==> src/rtl/gx_fifo_write_scheduler.sv <==
// gx_fifo_write_scheduler
// Gathers 32-bit CPU write-gather words into 32-byte lines held in two
// ping-pong slots, hands each finished line to the GX write-pipe AXI master
// as a one- or two-beat request, and maintains the FIFO base/end/write
// pointers plus a sticky copy of the first write error the master reports.

module gx_fifo_write_scheduler #(
   parameter logic [48:0] AXI_BASE = 49'h0,
   parameter int          PTR_W    = 26
) (
   input  logic             clk,
   input  logic             resetn,
   input  logic             gp_valid,
   input  logic [31:0]      gp_data,
   output logic             gp_ready,
   input  logic             gp_flush,
   input  logic             cfg_we,
   input  logic [1:0]       cfg_sel,
   input  logic [31:0]      cfg_wdata,
   output logic [PTR_W-1:0] fifo_base,
   output logic [PTR_W-1:0] fifo_end,
   output logic [PTR_W-1:0] fifo_wptr,
   output logic             fifo_wrap,
   output logic             mst_write,
   input  logic             mst_next,
   output logic [127:0]     mst_data,
   output logic [48:0]      mst_addr,
   output logic             mst_size,
   input  logic             mst_ready,
   input  logic [1:0]       mst_berror,
   output logic [1:0]       err,
   output logic             idle
);

   typedef enum logic [1:0] {
      S_IDLE,
      S_REQ,
      S_WAIT_BUSY,
      S_WAIT_DONE
   } state_t;

   logic [31:0]      r_words [0:1][0:7];
   logic [3:0]       r_count [0:1];
   logic [1:0]       r_pending;
   logic             r_fill;
   logic             r_drain;
   logic             r_readyEn;

   state_t           r_state;
   state_t           w_nextState;

   logic [48:0]      r_addr;
   logic             r_size;
   logic [1:0]       r_nextCnt;

   logic [PTR_W-1:0] r_base;
   logic [PTR_W-1:0] r_end;
   logic [PTR_W-1:0] r_wptr;
   logic             r_wrap;
   logic [1:0]       r_err;

   logic             w_accept;
   logic [3:0]       w_fillCnt;
   logic [3:0]       w_newCnt;
   logic             w_goPend;
   logic             w_launch;
   logic             w_req;
   logic             w_done;
   logic             w_inXfer;
   logic [PTR_W-1:0] w_advAmt;
   logic [PTR_W-1:0] w_sum;
   logic             w_wrapHit;
   logic [127:0]     w_beat0;
   logic [127:0]     w_beat1;
   logic             w_cfgBase;
   logic             w_cfgEnd;
   logic             w_cfgWptr;
   logic             w_cfgClrErr;
   logic             w_unusedBits;

   assign w_unusedBits = ^{cfg_wdata[31:27], cfg_wdata[3:0]};

   assign gp_ready  = r_readyEn & ~r_pending[r_fill];
   assign w_accept  = gp_valid & gp_ready;
   assign w_fillCnt = r_count[r_fill];
   assign w_newCnt  = w_fillCnt + {3'b000, w_accept};
   assign w_goPend  = ~r_pending[r_fill] &
                      ((w_newCnt == 4'd8) | (gp_flush & (w_newCnt != 4'd0)));

   assign w_cfgBase   = cfg_we & (cfg_sel == 2'd0);
   assign w_cfgEnd    = cfg_we & (cfg_sel == 2'd1);
   assign w_cfgWptr   = cfg_we & (cfg_sel == 2'd2);
   assign w_cfgClrErr = cfg_we & (cfg_sel == 2'd3);

   assign w_beat0 = {r_words[r_drain][0], r_words[r_drain][1],
                     r_words[r_drain][2], r_words[r_drain][3]};
   assign w_beat1 = {r_words[r_drain][4], r_words[r_drain][5],
                     r_words[r_drain][6], r_words[r_drain][7]};

   assign w_advAmt  = r_size ? PTR_W'(32) : PTR_W'(16);
   assign w_sum     = r_wptr + w_advAmt;
   assign w_wrapHit = (r_wptr == r_end) | (~r_size & (w_sum == (r_end + PTR_W'(16))));

   assign mst_write = w_req;
   assign mst_addr  = r_addr;
   assign mst_size  = r_size;
   assign mst_data  = (r_nextCnt == 2'd2) ? w_beat1 : w_beat0;
   assign fifo_base = r_base;
   assign fifo_end  = r_end;
   assign fifo_wptr = r_wptr;
   assign fifo_wrap = r_wrap;
   assign err       = r_err;
   assign idle      = (r_count[0] == 4'd0) & (r_count[1] == 4'd0) & (r_state == S_IDLE);

   // Holds gp_ready low until the first clock after reset has been seen.
   always_ff @(posedge clk or negedge resetn) begin
      if (!resetn) begin
         r_readyEn <= 1'b0;
      end else begin
         r_readyEn <= 1'b1;
      end
   end

   // Slot storage: fill side writes words and closes lines, drain side frees the oldest line.
   always_ff @(posedge clk or negedge resetn) begin
      if (!resetn) begin
         for (int s = 0; s < 2; s++) begin
            for (int w = 0; w < 8; w++) begin
               r_words[s][w] <= '0;
            end
            r_count[s] <= '0;
         end
         r_pending <= '0;
         r_fill    <= 1'b0;
         r_drain   <= 1'b0;
      end else begin
         if (w_accept) begin
            r_words[r_fill][w_fillCnt[2:0]] <= gp_data;
            r_count[r_fill]                 <= w_newCnt;
         end
         if (w_goPend) begin
            r_pending[r_fill] <= 1'b1;
            r_fill            <= ~r_fill;
         end
         if (w_done) begin
            for (int w = 0; w < 8; w++) begin
               r_words[r_drain][w] <= '0;
            end
            r_count[r_drain]   <= '0;
            r_pending[r_drain] <= 1'b0;
            r_drain            <= ~r_drain;
         end
      end
   end

   // Drain FSM state register.
   always_ff @(posedge clk or negedge resetn) begin
      if (!resetn) begin
         r_state <= S_IDLE;
      end else begin
         r_state <= w_nextState;
      end
   end

   // Drain FSM next-state: launch when a line is ready, then follow the master's busy/idle handshake.
   always_comb begin
      w_nextState = r_state;
      case (r_state)
         S_IDLE:      if (r_pending[r_drain] && mst_ready) w_nextState = S_REQ;
         S_REQ:       w_nextState = S_WAIT_BUSY;
         S_WAIT_BUSY: if (!mst_ready) w_nextState = S_WAIT_DONE;
         S_WAIT_DONE: if (mst_ready) w_nextState = S_IDLE;
         default:     w_nextState = S_IDLE;
      endcase
   end

   // Drain FSM outputs: request strobe, launch and completion events.
   always_comb begin
      w_launch = 1'b0;
      w_req    = 1'b0;
      w_done   = 1'b0;
      w_inXfer = 1'b0;
      case (r_state)
         S_IDLE:      w_launch = r_pending[r_drain] & mst_ready;
         S_REQ:       w_req    = 1'b1;
         S_WAIT_BUSY: w_inXfer = 1'b1;
         S_WAIT_DONE: begin
            w_inXfer = 1'b1;
            w_done   = mst_ready;
         end
         default: begin
            w_launch = 1'b0;
         end
      endcase
   end

   // Captures address and size at launch so they stay stable for the whole transfer.
   always_ff @(posedge clk or negedge resetn) begin
      if (!resetn) begin
         r_addr <= '0;
         r_size <= 1'b0;
      end else if (w_launch) begin
         r_addr <= AXI_BASE + 49'(r_wptr);
         r_size <= (r_count[r_drain] > 4'd4);
      end
   end

   // Counts master word-advance pulses during a transfer to pick the beat on mst_data.
   always_ff @(posedge clk or negedge resetn) begin
      if (!resetn) begin
         r_nextCnt <= '0;
      end else if (w_req) begin
         r_nextCnt <= '0;
      end else if (w_inXfer && mst_next && (r_nextCnt != 2'd2)) begin
         r_nextCnt <= r_nextCnt + 2'd1;
      end
   end

   // FIFO pointer registers: config writes, and the wrap-aware advance after each completed line.
   always_ff @(posedge clk or negedge resetn) begin
      if (!resetn) begin
         r_base <= '0;
         r_end  <= '0;
         r_wptr <= '0;
         r_wrap <= 1'b0;
      end else begin
         if (w_cfgBase) begin
            r_base <= {cfg_wdata[PTR_W-1:5], 5'b00000};
         end
         if (w_cfgEnd) begin
            r_end <= {cfg_wdata[PTR_W-1:5], 5'b00000};
         end
         if (w_cfgWptr) begin
            r_wptr <= {cfg_wdata[PTR_W-1:4], 4'b0000};
            r_wrap <= cfg_wdata[26];
         end else if (w_done) begin
            if (w_wrapHit) begin
               r_wptr <= r_base;
               r_wrap <= 1'b1;
            end else begin
               r_wptr <= w_sum;
            end
         end
      end
   end

   // Sticky error: keeps the first non-zero response until software clears it.
   always_ff @(posedge clk or negedge resetn) begin
      if (!resetn) begin
         r_err <= '0;
      end else if (w_cfgClrErr) begin
         r_err <= '0;
      end else if (w_done && (r_err == 2'd0) && (mst_berror != 2'd0)) begin
         r_err <= mst_berror;
      end
   end

endmodule

==> config.mk <==
export PLATFORM = sky130hd
export DESIGN_NAME = gx_fifo_write_scheduler
export DESIGN_NICKNAME = d
export VERILOG_FILES = /design/src/rtl/gx_fifo_write_scheduler.sv
export SDC_FILE = /design/constraint.sdc
export NUM_CORES = 1
export LEC_CHECK = 0
export ABC_AREA = 1
export BUFFER_PORTS_ARGS = -buffer_cell sky130_fd_sc_hd__clkbuf_2
export CAP_MARGIN = 20
export CORE_MARGIN = 4
export CORE_UTILIZATION = 46
export CTS_CLUSTER_DIAMETER = 50
export CTS_CLUSTER_SIZE = 10
export DETAILED_ROUTE_END_ITERATION = 7
export GPL_ROUTABILITY_DRIVEN = 0
export GPL_TIMING_DRIVEN = 0
export PLACE_DENSITY = 0.67
export SLEW_MARGIN = 20
export SYNTH_ARGS = -nofsm -noshare
export SYNTH_HDL_FRONTEND = slang
export SYNTH_SLANG_ARGS = --single-unit
==> constraint.sdc <==
create_clock -name clk -period 2.63 [get_ports clk]
set_input_delay 0.263 -clock clk [delete_from_list [all_inputs] [get_ports clk]]
set_output_delay 0.263 -clock clk [all_outputs]
set_load 0.01 [all_outputs]
==> impl_results.html, run 1 <==
<table>
<tr><th>Metric</th><th>Value</th></tr>
<tr><th colspan="2">Job</th></tr>
<tr><td>Max Cap Viol</td><td>0</td></tr>
<tr><th colspan="2">Finish</th></tr>
<tr><td>Number of nets at the end of the flow</td><td>between 4000 and 5000</td></tr>
<tr><td>Cell area after layout</td><td>a little under 40000 µm²</td></tr>
<tr><td>Fraction of layout instances using a drive strength above 1</td><td>0.2151</td></tr>
<tr><td>Layout Cells excl Fill</td><td>~5300</td></tr>
<tr><td>Post-route core utilization</td><td>0.6001</td></tr>
<tr><td>Signed area change from the synthesized netlist to the final layout</td><td>29.10%</td></tr>
<tr><td>Number of fill cells</td><td>about 5600</td></tr>
<tr><th colspan="2">Yosys</th></tr>
<tr><td>Cells after synthesis</td><td>3884</td></tr>
<tr><td>Flip-flop and latch count after synthesis</td><td>around 620</td></tr>
<tr><td>Synth Warn #</td><td>0</td></tr>
<tr><td>Ranking of synthesized cells by area</td><td>dfrtp_1 52%, nor2_1 15%, o21ai_0 13%, clkbuf_1 3.5%, nand2_1 3.2%</td></tr>
<tr><td>Top cell type's share of synthesized area</td><td>0.5169</td></tr>
<tr><td>Distinct cell type count after synthesis</td><td>45</td></tr>
<tr><td>Largest family of logic cells by synthesized area</td><td>simple AND/OR/NAND/NOR gates</td></tr>
<tr><td>Commonest cells post-synth</td><td>1217 x nor2_1, 795 x o21ai_0, 619 x dfrtp_1, 282 x clkbuf_1, 255 x nand2_1</td></tr>
<tr><td>Post-synthesis instance area</td><td>roughly 30000 µm²</td></tr>
<tr><td>Cell with the most instances after synthesis</td><td>nor2_1</td></tr>
<tr><td>Number of flops mapped to enable cells by yosys</td><td>0</td></tr>
<tr><td>Share of the synthesized netlist area taken by xor and xnor gates</td><td>0.007767</td></tr>
<tr><td>Synth area leader</td><td>dfrtp_1</td></tr>
<tr><td>Mux share of post-synthesis cell area</td><td>0.0003340</td></tr>
<tr><td>Synthesized-area fraction occupied by adder cells</td><td>0.004426</td></tr>
<tr><td>Compound-cell area share of the yosys netlist</td><td>0.1891</td></tr>
<tr><td>Commonest register cell after synthesis</td><td>dfrtp_1</td></tr>
<tr><td>Per-instance average area after synthesis</td><td>7.715 µm²</td></tr>
<tr><td>Sequential element share of the synthesized area</td><td>0.5169</td></tr>
<tr><td>Synthesized-area fraction occupied by and/or/nand/nor cells</td><td>0.2082</td></tr>
<tr><td>Share of flip-flops with an asynchronous set or reset</td><td>1.000</td></tr>
<tr><th colspan="2">Setup path</th></tr>
<tr><td>Critical path capture point type</td><td>flop</td></tr>
<tr><td>Data required time at the worst endpoint</td><td>approximately 3200 ps</td></tr>
<tr><td>Cells traversed along the worst timing path</td><td>ha_4 &gt; fa_2 &gt; inv_2 &gt; nand2_1 &gt; nand2_1 &gt; nor2_1 &gt; nand3_1 &gt; nor2_1 &gt; nand3_1 &gt; nor2_1 &gt; nand2_1 &gt; nor2_2 &gt; nand2_4 &gt; buf_6 &gt; buf_8 &gt; nand3_2 &gt; nand3_2 &gt; nand2_1</td></tr>
<tr><td>Crit path kind</td><td>flop to flop</td></tr>
<tr><td>Startpoint types</td><td>flop</td></tr>
<tr><td>Top delay family on crit path</td><td>simple AND/OR/NAND/NOR gates</td></tr>
<tr><td>CP peak stage delay</td><td>540 ps</td></tr>
<tr><td>Buffering stage count on the worst path with inverters included</td><td>3</td></tr>
<tr><td>Signal arrival time at the worst endpoint</td><td>~3300 ps</td></tr>
<tr><td>Cell type of the slowest stage on the worst timing path</td><td>fa_2</td></tr>
<tr><td>Setup slack on the worst flop-to-flop path</td><td>-100 ps</td></tr>
<tr><td>Highest fanout seen on the critical path</td><td>5</td></tr>
<tr><td>Most frequent CP cell</td><td>nand2_1</td></tr>
<tr><th colspan="2">GRT</th></tr>
<tr><td>Global-route wire length before repair</td><td>between 150000 and 200000 µm</td></tr>
<tr><td>Maximum number of pins on one net before global-route repair</td><td>90</td></tr>
<tr><td>Global-route usage over all layers</td><td>0.3429</td></tr>
<tr><td>Number of global-route vias before repair</td><td>about 30000</td></tr>
<tr><td>Remaining global-route overflow</td><td>0</td></tr>
<tr><td>Number of antenna violations at the first check in global routing</td><td>4</td></tr>
<tr><th colspan="2">Die</th></tr>
<tr><td>Count of standard-cell rows</td><td>93</td></tr>
<tr><td>Horizontal die dimension</td><td>around 260 µm</td></tr>
<tr><td>Floorplan die area</td><td>69290 µm²</td></tr>
<tr><td>Die height</td><td>about 260 µm</td></tr>
<tr><td>Core area</td><td>about 64000 µm²</td></tr>
<tr><td>Starting density of the core</td><td>0.4648</td></tr>
<tr><td>Top-level I/O count</td><td>roughly 340</td></tr>
<tr><th colspan="2">STA</th></tr>
<tr><td>Worst-Margin Slew</td><td>1088 ps</td></tr>
<tr><td>Aggregate negative setup slack</td><td>-2030 ps</td></tr>
<tr><td>RSZ-0062 raised after global routing</td><td>yes</td></tr>
<tr><td>Worst relative slew slack</td><td>0.2745</td></tr>
<tr><td>Fin worst setup slack</td><td>-103.4 ps</td></tr>
<tr><td>Shortest period the worst path allows</td><td>~2700 ps</td></tr>
<tr><td>Minimum hold slack</td><td>between 20 and 30 ps</td></tr>
<tr><td>Final number of max-transition violations</td><td>0</td></tr>
<tr><td>Fmax</td><td>roughly 0.37 GHz</td></tr>
<tr><td>Final Hold Vio Count</td><td>0</td></tr>
<tr><td>Final clock skew</td><td>26.21 ps</td></tr>
<tr><td>Final setup fails</td><td>40</td></tr>
<tr><td>Final period util</td><td>1.039</td></tr>
<tr><th colspan="2">Clock tree</th></tr>
<tr><td>Clock buffers created by TritonCTS</td><td>81</td></tr>
<tr><td>Root cell of the clock tree</td><td>clkbuf_16</td></tr>
<tr><td>Clock Path Buffers</td><td>3</td></tr>
<tr><td>Clock latency on the worst-skew pair</td><td>around 640 ps</td></tr>
<tr><td>Clock tree from TritonCTS</td><td>done</td></tr>
<tr><td>Clock-pin slew on the worst setup and hold paths</td><td>roughly 50 ps</td></tr>
<tr><td>CTS HTree Levels</td><td>3</td></tr>
<tr><td>Number of clock sinks</td><td>619</td></tr>
<tr><th colspan="2">Power</th></tr>
<tr><td>Power per unit of standard cell area</td><td>~1200 nW/µm²</td></tr>
<tr><td>P_leak</td><td>~20 nW</td></tr>
<tr><td>Peak VDD IR</td><td>between 0.0007 and 0.0008 V</td></tr>
<tr><td>Total Power</td><td>about 48 mW</td></tr>
<tr><th colspan="2">Route</th></tr>
<tr><td>Routed vias/inst</td><td>between 5 and 6</td></tr>
<tr><td>Number of vias after detailed routing</td><td>about 31000</td></tr>
<tr><td>Wire length per cell</td><td>about 23 µm</td></tr>
<tr><td>Overall routed net length</td><td>123800 µm</td></tr>
<tr><td>Post-detailed-route DRC marker count</td><td>0</td></tr>
<tr><td>Initial drt markers</td><td>slightly above 4000</td></tr>
<tr><td>Detailed Routing Iterations Pass 1</td><td>7</td></tr>
<tr><td>Remaining antenna violation count after routing</td><td>0</td></tr>
<tr><th colspan="2">Place</th></tr>
<tr><td>Port Buffer Count</td><td>~290</td></tr>
<tr><td>Detailed Place HPWL</td><td>81660 µm</td></tr>
<tr><td>Post-place instance area</td><td>32820 µm²</td></tr>
<tr><td>Post-placement cell count</td><td>5072</td></tr>
<tr><td>Worst setup slack after placement</td><td>-1381 ps</td></tr>
<tr><th colspan="2">Outcome</th></tr>
<tr><td>Run status</td><td>finished with violations</td></tr>
<tr><td>Violations in the final reports</td><td>negative setup slack</td></tr>
<tr><th colspan="2">Worst hold path</th></tr>
<tr><td>Hold/Removal Path Class</td><td>input pin to flop</td></tr>
</table>
-- cells by family (layout without fill, tap and decap cells) --
logic type / count (synthesis) / count (layout)
other cells: 2 / 43
simple gates: 1595 / 1595
buf+inv: 536 / 1034
compound gates: 1096 / 1096
xor+xnor: 25 / 25
flops: 619 / 619
fa+ha+maj: 10 / 10
mux: 1 / 1
-- worst reg2reg max path: stages, from the launching register on --
cell,delay (ps)
dfrtp_1,410
ha_4,180
fa_2,540
inv_2,40
nand2_1,50
nand2_1,60
nor2_1,90
nand3_1,80
nor2_1,160
nand3_1,130
nor2_1,120
nand2_1,70
nor2_2,120
nand2_4,100
buf_6,150
buf_8,140
nand3_2,60
nand3_2,80
nand2_1,90
-- registers in the layout, indices dropped and copies added (netlist names) --
register	count
mst_addr	22
mst_size	1
r_pending	2
r_count	8
r_nextCnt	2
r_drain	1
fifo_wrap	1
r_fill	1
err	2
r_words	512
r_readyEn	1
fifo_end	21
fifo_wptr	22
r_state	2
fifo_base	21
-- layer usage --
| metal | track usage | share of wire | up-vias |
|---|---|---|---|
| met5 | 0 | 0.000097 | - |
| met4 | 0.2236 | 0.077 | 2 |
| met3 | 0.07570 | 0.10 | 474 |
| met2 | 0.5174 | 0.44 | 1990 |
| met1 | 0.4475 | 0.38 | 14790 |
| li1 | - | - | 13598 |
-- worst paths after layout --
kind	depth (start not counted)	from	endpoint
worst min-delay path	4	cfg_we	err[0]$_DFFE_PN0P_
worst max-delay path	18	fifo_wptr[4]$_DFFE_PN0P_	fifo_wptr[14]$_DFFE_PN0P_
max in group asynchronous	5	resetn	r_words[108]$_DFF_PN0_
worst max register to register	18	fifo_wptr[4]$_DFFE_PN0P_	fifo_wptr[14]$_DFFE_PN0P_
min in group asynchronous	2	resetn	fifo_end[11]$_DFFE_PN0P_
worst min register to register	2	mst_addr[12]$_DFFE_PN0P_	mst_addr[12]$_DFFE_PN0P_
-- power breakdown --
group | switching, mW | leakage (nW) | total (mW) | internal, mW
clock network | 4.33 | 1.21 | 10.7 | 6.32
registers | 2.23 | 8.32 | 14.9 | 12.7
logic | 13.8 | 9.97 | 22.0 | 8.15
-- cell type report --
type | instances | area, µm² | area share
tap | 855 | 1070 | 0.02765
timing repair inverter | 1 | 7.507 | 0.0001941
multi-input combinational | 2769 | 14040 | 0.3629
inverter | 201 | 768.2 | 0.01986
timing repair buffer | 382 | 2744 | 0.07093
antenna | 1 | 2.502 | 0.00006469
buffer | 330 | 2069 | 0.05350
clock inverter | 25 | 319.1 | 0.008248
clock buffer | 95 | 2171 | 0.05612
sequential | 619 | 15490 | 0.4005
-- layout by cell type, fill, tap and decap left out, types with 8 or more instances in the layout --
cell type,n
inv_2,11
o21ai_4,18
inv_1,186
nor2_4,19
dfrtp_1,617
clkinvlp_4,8
o22ai_2,52
o21ai_1,52
clkbuf_1,157
nand3_1,50
clkbuf_4,18
nand2_2,21
buf_2,61
clkbuf_2,292
buf_16,9
clkbuf_8,16
clkbuf_16,98
a21oi_2,44
xor2_1,16
buf_12,14
nand2_1,231
o21ai_0,702
dlygate4sd3_1,26
o22ai_4,14
o21ai_2,53
o22ai_1,54
buf_4,80
nor2_1,1201
nand2_4,10
nand3_2,31
a21oi_1,92
conb_1,42
buf_8,9
buf_6,26
-- repair_timing --
action	in CTS	in global routing
setup buffers	33	22
hold buffers	26	0
setup endpoints to repair	585	607
cloned	16	3
hold endpoints to repair	115	0
pin swaps	87	94
resized for setup	478	379
Power figures use the tool's default switching activity.
==> run 2: changes to the inputs <==
--- a/config.mk
+++ b/config.mk
@@ -5,7 +5,6 @@
 export SDC_FILE = /design/constraint.sdc
 export NUM_CORES = 1
 export LEC_CHECK = 0
-export ABC_AREA = 1
 export BUFFER_PORTS_ARGS = -buffer_cell sky130_fd_sc_hd__clkbuf_2
 export CAP_MARGIN = 20
 export CORE_MARGIN = 4
==> run 2 against run 1 <==
The flow finishes with violations (design-rule violations, negative setup slack); combinational power is 44% lower; largest power group is now sequential cells; setup slack worse by 210 ps; sequential share of layout area increased by 1.8 points; first-iteration DRC count shrank 29%; cell area decreased by 4.2%; non-clock buffer count fell by 40; highest routed layer unchanged; critical endpoint is now fifo_wptr[13]$_DFFE_PN0P_.
==> impl_results.html, run 2 <==
<table>
<tr><th>Metric</th><th>Value</th></tr>
<tr><th colspan="2">Setup path</th></tr>
<tr><td>Most frequent CP cell</td><td>nand4_4</td></tr>
<tr><td>Crit path kind</td><td>flop to flop</td></tr>
<tr><td>Startpoint of the lowest-slack register-to-register path</td><td>mst_size$_DFFE_PN0P_</td></tr>
<tr><td>Signal arrival time at the worst endpoint</td><td>3440 ps</td></tr>
<tr><td>Startpoint types</td><td>flop</td></tr>
<tr><td>CP startpoint</td><td>mst_size$_DFFE_PN0P_</td></tr>
<tr><td>CP peak stage delay</td><td>~440 ps</td></tr>
<tr><td>Data required time at the worst endpoint</td><td>around 3100 ps</td></tr>
<tr><td>Cell type of the slowest stage on the worst timing path</td><td>dfrtp_2</td></tr>
<tr><td>Top delay family on crit path</td><td>simple AND/OR/NAND/NOR gates</td></tr>
<tr><td>Highest fanout seen on the critical path</td><td>10</td></tr>
<tr><td>Critical path capture point type</td><td>flop</td></tr>
<tr><td>Buffering stage count on the worst path with inverters included</td><td>3</td></tr>
<tr><td>Cells traversed along the worst timing path</td><td>inv_2 &gt; ha_4 &gt; fa_2 &gt; nand4_4 &gt; or3_1 &gt; buf_6 &gt; mux2i_1 &gt; nor3_2 &gt; nor4_4 &gt; nand4_4 &gt; buf_4 &gt; a21oi_1 &gt; o21ai_2</td></tr>
<tr><th colspan="2">STA</th></tr>
<tr><td>Worst-Margin Slew</td><td>around 830 ps</td></tr>
<tr><td>Final clock skew</td><td>roughly 27 ps</td></tr>
<tr><td>Shortest period the worst path allows</td><td>around 3000 ps</td></tr>
<tr><td>Aggregate negative setup slack</td><td>-7140 ps</td></tr>
<tr><td>Final setup fails</td><td>80</td></tr>
<tr><td>Final period util</td><td>1.118</td></tr>
<tr><td>Fmax</td><td>~0.34 GHz</td></tr>
<tr><td>Final Hold Vio Count</td><td>0</td></tr>
<tr><td>Fin worst setup slack</td><td>-310.8 ps</td></tr>
<tr><td>Final number of max-transition violations</td><td>0</td></tr>
<tr><td>Worst relative slew slack</td><td>0.4465</td></tr>
<tr><td>RSZ-0062 raised after global routing</td><td>yes</td></tr>
<tr><th colspan="2">Outcome</th></tr>
<tr><td>Run status</td><td>finished with violations</td></tr>
<tr><td>Violations in the final reports</td><td>design-rule violations, negative setup slack</td></tr>
<tr><th colspan="2">Yosys</th></tr>
<tr><td>Post-synthesis instance area</td><td>approximately 30000 µm²</td></tr>
<tr><td>Flip-flop and latch count after synthesis</td><td>about 620</td></tr>
<tr><td>Per-instance average area after synthesis</td><td>9.551 µm²</td></tr>
<tr><td>Commonest register cell after synthesis</td><td>dfrtp_1</td></tr>
<tr><td>Share of flip-flops with an asynchronous set or reset</td><td>1.000</td></tr>
<tr><td>Ranking of synthesized cells by area</td><td>dfrtp_1 52%, nand2_1 14%, mux4_2 9.7%, a21oi_1 9.2%, clkbuf_1 3.1%</td></tr>
<tr><td>Number of flops mapped to enable cells by yosys</td><td>0</td></tr>
<tr><td>Sequential element share of the synthesized area</td><td>0.5203</td></tr>
<tr><td>Top cell type's share of synthesized area</td><td>0.5203</td></tr>
<tr><td>Commonest cells post-synth</td><td>1094 x nand2_1, 619 x dfrtp_1, 550 x a21oi_1, 244 x clkbuf_1, 128 x mux4_2</td></tr>
<tr><td>Cells after synthesis</td><td>3117</td></tr>
<tr><td>Synth area leader</td><td>dfrtp_1</td></tr>
<tr><td>Synth Warn #</td><td>0</td></tr>
<tr><td>Cell with the most instances after synthesis</td><td>nand2_1</td></tr>
<tr><td>Distinct cell type count after synthesis</td><td>62</td></tr>
<tr><th colspan="2">Place</th></tr>
<tr><td>Port Buffer Count</td><td>253</td></tr>
<tr><td>Detailed Place HPWL</td><td>just over 70000 µm</td></tr>
<tr><td>Post-place instance area</td><td>32530 µm²</td></tr>
<tr><th colspan="2">Finish</th></tr>
<tr><td>Number of fill cells</td><td>between 5000 and 6000</td></tr>
<tr><td>Register name with the most flops</td><td>r_words</td></tr>
<tr><td>Most frequent standard cell in the layout excluding fill and tap cells</td><td>nand2_1</td></tr>
<tr><td>Signed area change from the synthesized netlist to the final layout</td><td>24.47%</td></tr>
<tr><td>Post-route core utilization</td><td>0.5831</td></tr>
<tr><td>Number of nets at the end of the flow</td><td>3664</td></tr>
<tr><td>Top library cells by usage in the layout, fill and taps aside</td><td>1080 x nand2_1, 613 x dfrtp_1, 549 x a21oi_1</td></tr>
<tr><td>Fraction of layout instances using a drive strength above 1</td><td>0.2484</td></tr>
<tr><td>Number of flip-flops under the largest register name</td><td>about 510</td></tr>
<tr><td>Cell area after layout</td><td>37050 µm²</td></tr>
<tr><th colspan="2">Power</th></tr>
<tr><td>Peak VDD IR</td><td>~0.00057 V</td></tr>
<tr><td>P_leak</td><td>about 16 nW</td></tr>
<tr><td>Power per unit of standard cell area</td><td>958.8 nW/µm²</td></tr>
<tr><td>Total Power</td><td>roughly 36 mW</td></tr>
<tr><th colspan="2">Clock tree</th></tr>
<tr><td>CTS HTree Levels</td><td>3</td></tr>
<tr><td>Clock buffers created by TritonCTS</td><td>81</td></tr>
<tr><td>Clock Path Buffers</td><td>3</td></tr>
<tr><td>Clock latency on the worst-skew pair</td><td>around 630 ps</td></tr>
<tr><td>Root cell of the clock tree</td><td>clkbuf_16</td></tr>
<tr><td>Clock-pin slew on the worst setup and hold paths</td><td>roughly 60 ps</td></tr>
<tr><td>Clock tree from TritonCTS</td><td>done</td></tr>
<tr><td>Number of clock sinks</td><td>a little over 600</td></tr>
<tr><th colspan="2">Job</th></tr>
<tr><td>Max Cap Viol</td><td>0</td></tr>
<tr><th colspan="2">GRT</th></tr>
<tr><td>Number of global-route vias before repair</td><td>~26000</td></tr>
<tr><td>Global-route wire length before repair</td><td>about 160000 µm</td></tr>
<tr><td>Maximum number of pins on one net before global-route repair</td><td>just over 90</td></tr>
<tr><td>Number of antenna violations at the first check in global routing</td><td>3</td></tr>
<tr><td>Global-route usage over all layers</td><td>0.3091</td></tr>
<tr><td>Remaining global-route overflow</td><td>0</td></tr>
<tr><th colspan="2">Route</th></tr>
<tr><td>Post-detailed-route DRC marker count</td><td>1</td></tr>
<tr><td>Detailed Routing Iterations Pass 1</td><td>8</td></tr>
<tr><td>Number of vias after detailed routing</td><td>26430</td></tr>
<tr><td>Initial drt markers</td><td>just under 3000</td></tr>
<tr><td>Overall routed net length</td><td>between 100000 and 150000 µm</td></tr>
<tr><td>Routed vias/inst</td><td>about 5.9</td></tr>
<tr><td>Wire length per cell</td><td>between 20 and 25 µm</td></tr>
<tr><td>Remaining antenna violation count after routing</td><td>0</td></tr>
<tr><th colspan="2">Die</th></tr>
<tr><td>Floorplan die area</td><td>slightly below 70000 µm²</td></tr>
<tr><td>Core area</td><td>63540 µm²</td></tr>
<tr><td>Count of standard-cell rows</td><td>92</td></tr>
<tr><td>Starting density of the core</td><td>0.4685</td></tr>
<tr><td>Top-level I/O count</td><td>between 300 and 400</td></tr>
<tr><td>Horizontal die dimension</td><td>262.4 µm</td></tr>
<tr><td>Die height</td><td>~260 µm</td></tr>
<tr><th colspan="2">Worst hold path</th></tr>
<tr><td>Critical hold path startpoint</td><td>gp_data[1]</td></tr>
<tr><td>Hold/Removal Path Class</td><td>input pin to flop</td></tr>
</table>
[run 2: cell count changes after synthesis, sizes merged, moves of 64 or more]
cell	delta
a21oi	+407
o21ai	-810
mux2	+67
inv	-184
nand3	-64
mux4	+128
o22ai	-120
nand2	+831
nor2	-1187
[run 2: stage by stage]
stage	setup WS, ps	hold WS [ps]	instances
final	-310.8	42.63	4464
after global routing	-403.6	44.81	4463
after CTS	-306.9	16.77	4461
after detailed placement	-1228	258.6	4264
after global placement	-14930	464.5	4256
after floorplan	-112.6	-32.59	3157
[run 2: cell families (layout without fill, tap and decap cells)]
group | after synthesis | in the layout | synth area share
AO/OA/AOI/OAI | 612 | 612 | 0.1093
multiplexers | 201 | 201 | 0.1242
buffers and inverters | 348 | 806 | 0.05077
adder cells (fa/ha/maj) | 10 | 10 | 0.004455
XOR/XNOR | 55 | 55 | 0.01618
AND/OR/NAND/NOR | 1270 | 1270 | 0.1745
flip-flops | 619 | 619 | 0.5203
other | 2 | 45 | 0.0002523
[run 2: final cells by class]
cell class,count,area (µm²),area share
diodes,3,7.507,0.0002026
well taps,846,1059,0.02857
flip-flops and latches,619,15500,0.4182
inverters,15,56.30,0.001520
clock inverters,23,315.3,0.008509
repair buffers,349,2824,0.07621
clock buffers,96,2145,0.05788
plain buffers,323,1822,0.04917
multi-input cells,2190,13330,0.3597
[run 2: per-layer routing]
| layer | GRT usage | up-vias | wire (µm) |
|---|---|---|---|
| li1 | - | 11336 | - |
| met1 | 0.4018 | 13147 | 41840 |
| met2 | 0.4935 | 1567 | 51960 |
| met3 | 0.07687 | 378 | 10530 |
| met4 | 0.1388 | 2 | 5664 |
| met5 | 0.006930 | - | 67 |
[run 2: repair_timing]
| item | in CTS | in global routing |
|---|---|---|
| setup endpoints to repair | 686 | 578 |
| pin swaps | 26 | 13 |
| hold buffers | 29 | 0 |
| resized for setup | 296 | 160 |
| setup buffers | 38 | 16 |
| hold endpoints to repair | 118 | 0 |
| gates cloned | 16 | 1 |
[run 2: tightest hold or removal path: stages]
cell	delay (ps)
buf_1	200
nand2_1	110
a21oi_1	50
[run 2: power breakdown]
group / total (mW) / leakage (nW) / switching [mW] / internal [mW]
sequential: 12.6 / 8.38 / 1.31 / 11.3
clock: 10.5 / 1.20 / 4.27 / 6.26
combinational: 12.4 / 6.86 / 6.89 / 5.53
[run 2: final timing paths]
| check | depth (start not counted) | end | slack [ps] |
|---|---|---|---|
| worst max register to register | 13 | fifo_wptr[13]$_DFFE_PN0P_ | -310 |
| worst max-delay path | 13 | fifo_wptr[13]$_DFFE_PN0P_ | -310 |
| min in group asynchronous | 2 | fifo_end[15]$_DFFE_PN0P_ | 170 |
| worst min register to register | 2 | mst_addr[9]$_DFFE_PN0P_ | 490 |
| worst min-delay path | 3 | r_words[161]$_DFF_PN0_ | 40 |
| max in group asynchronous | 5 | r_words[338]$_DFF_PN0_ | 840 |
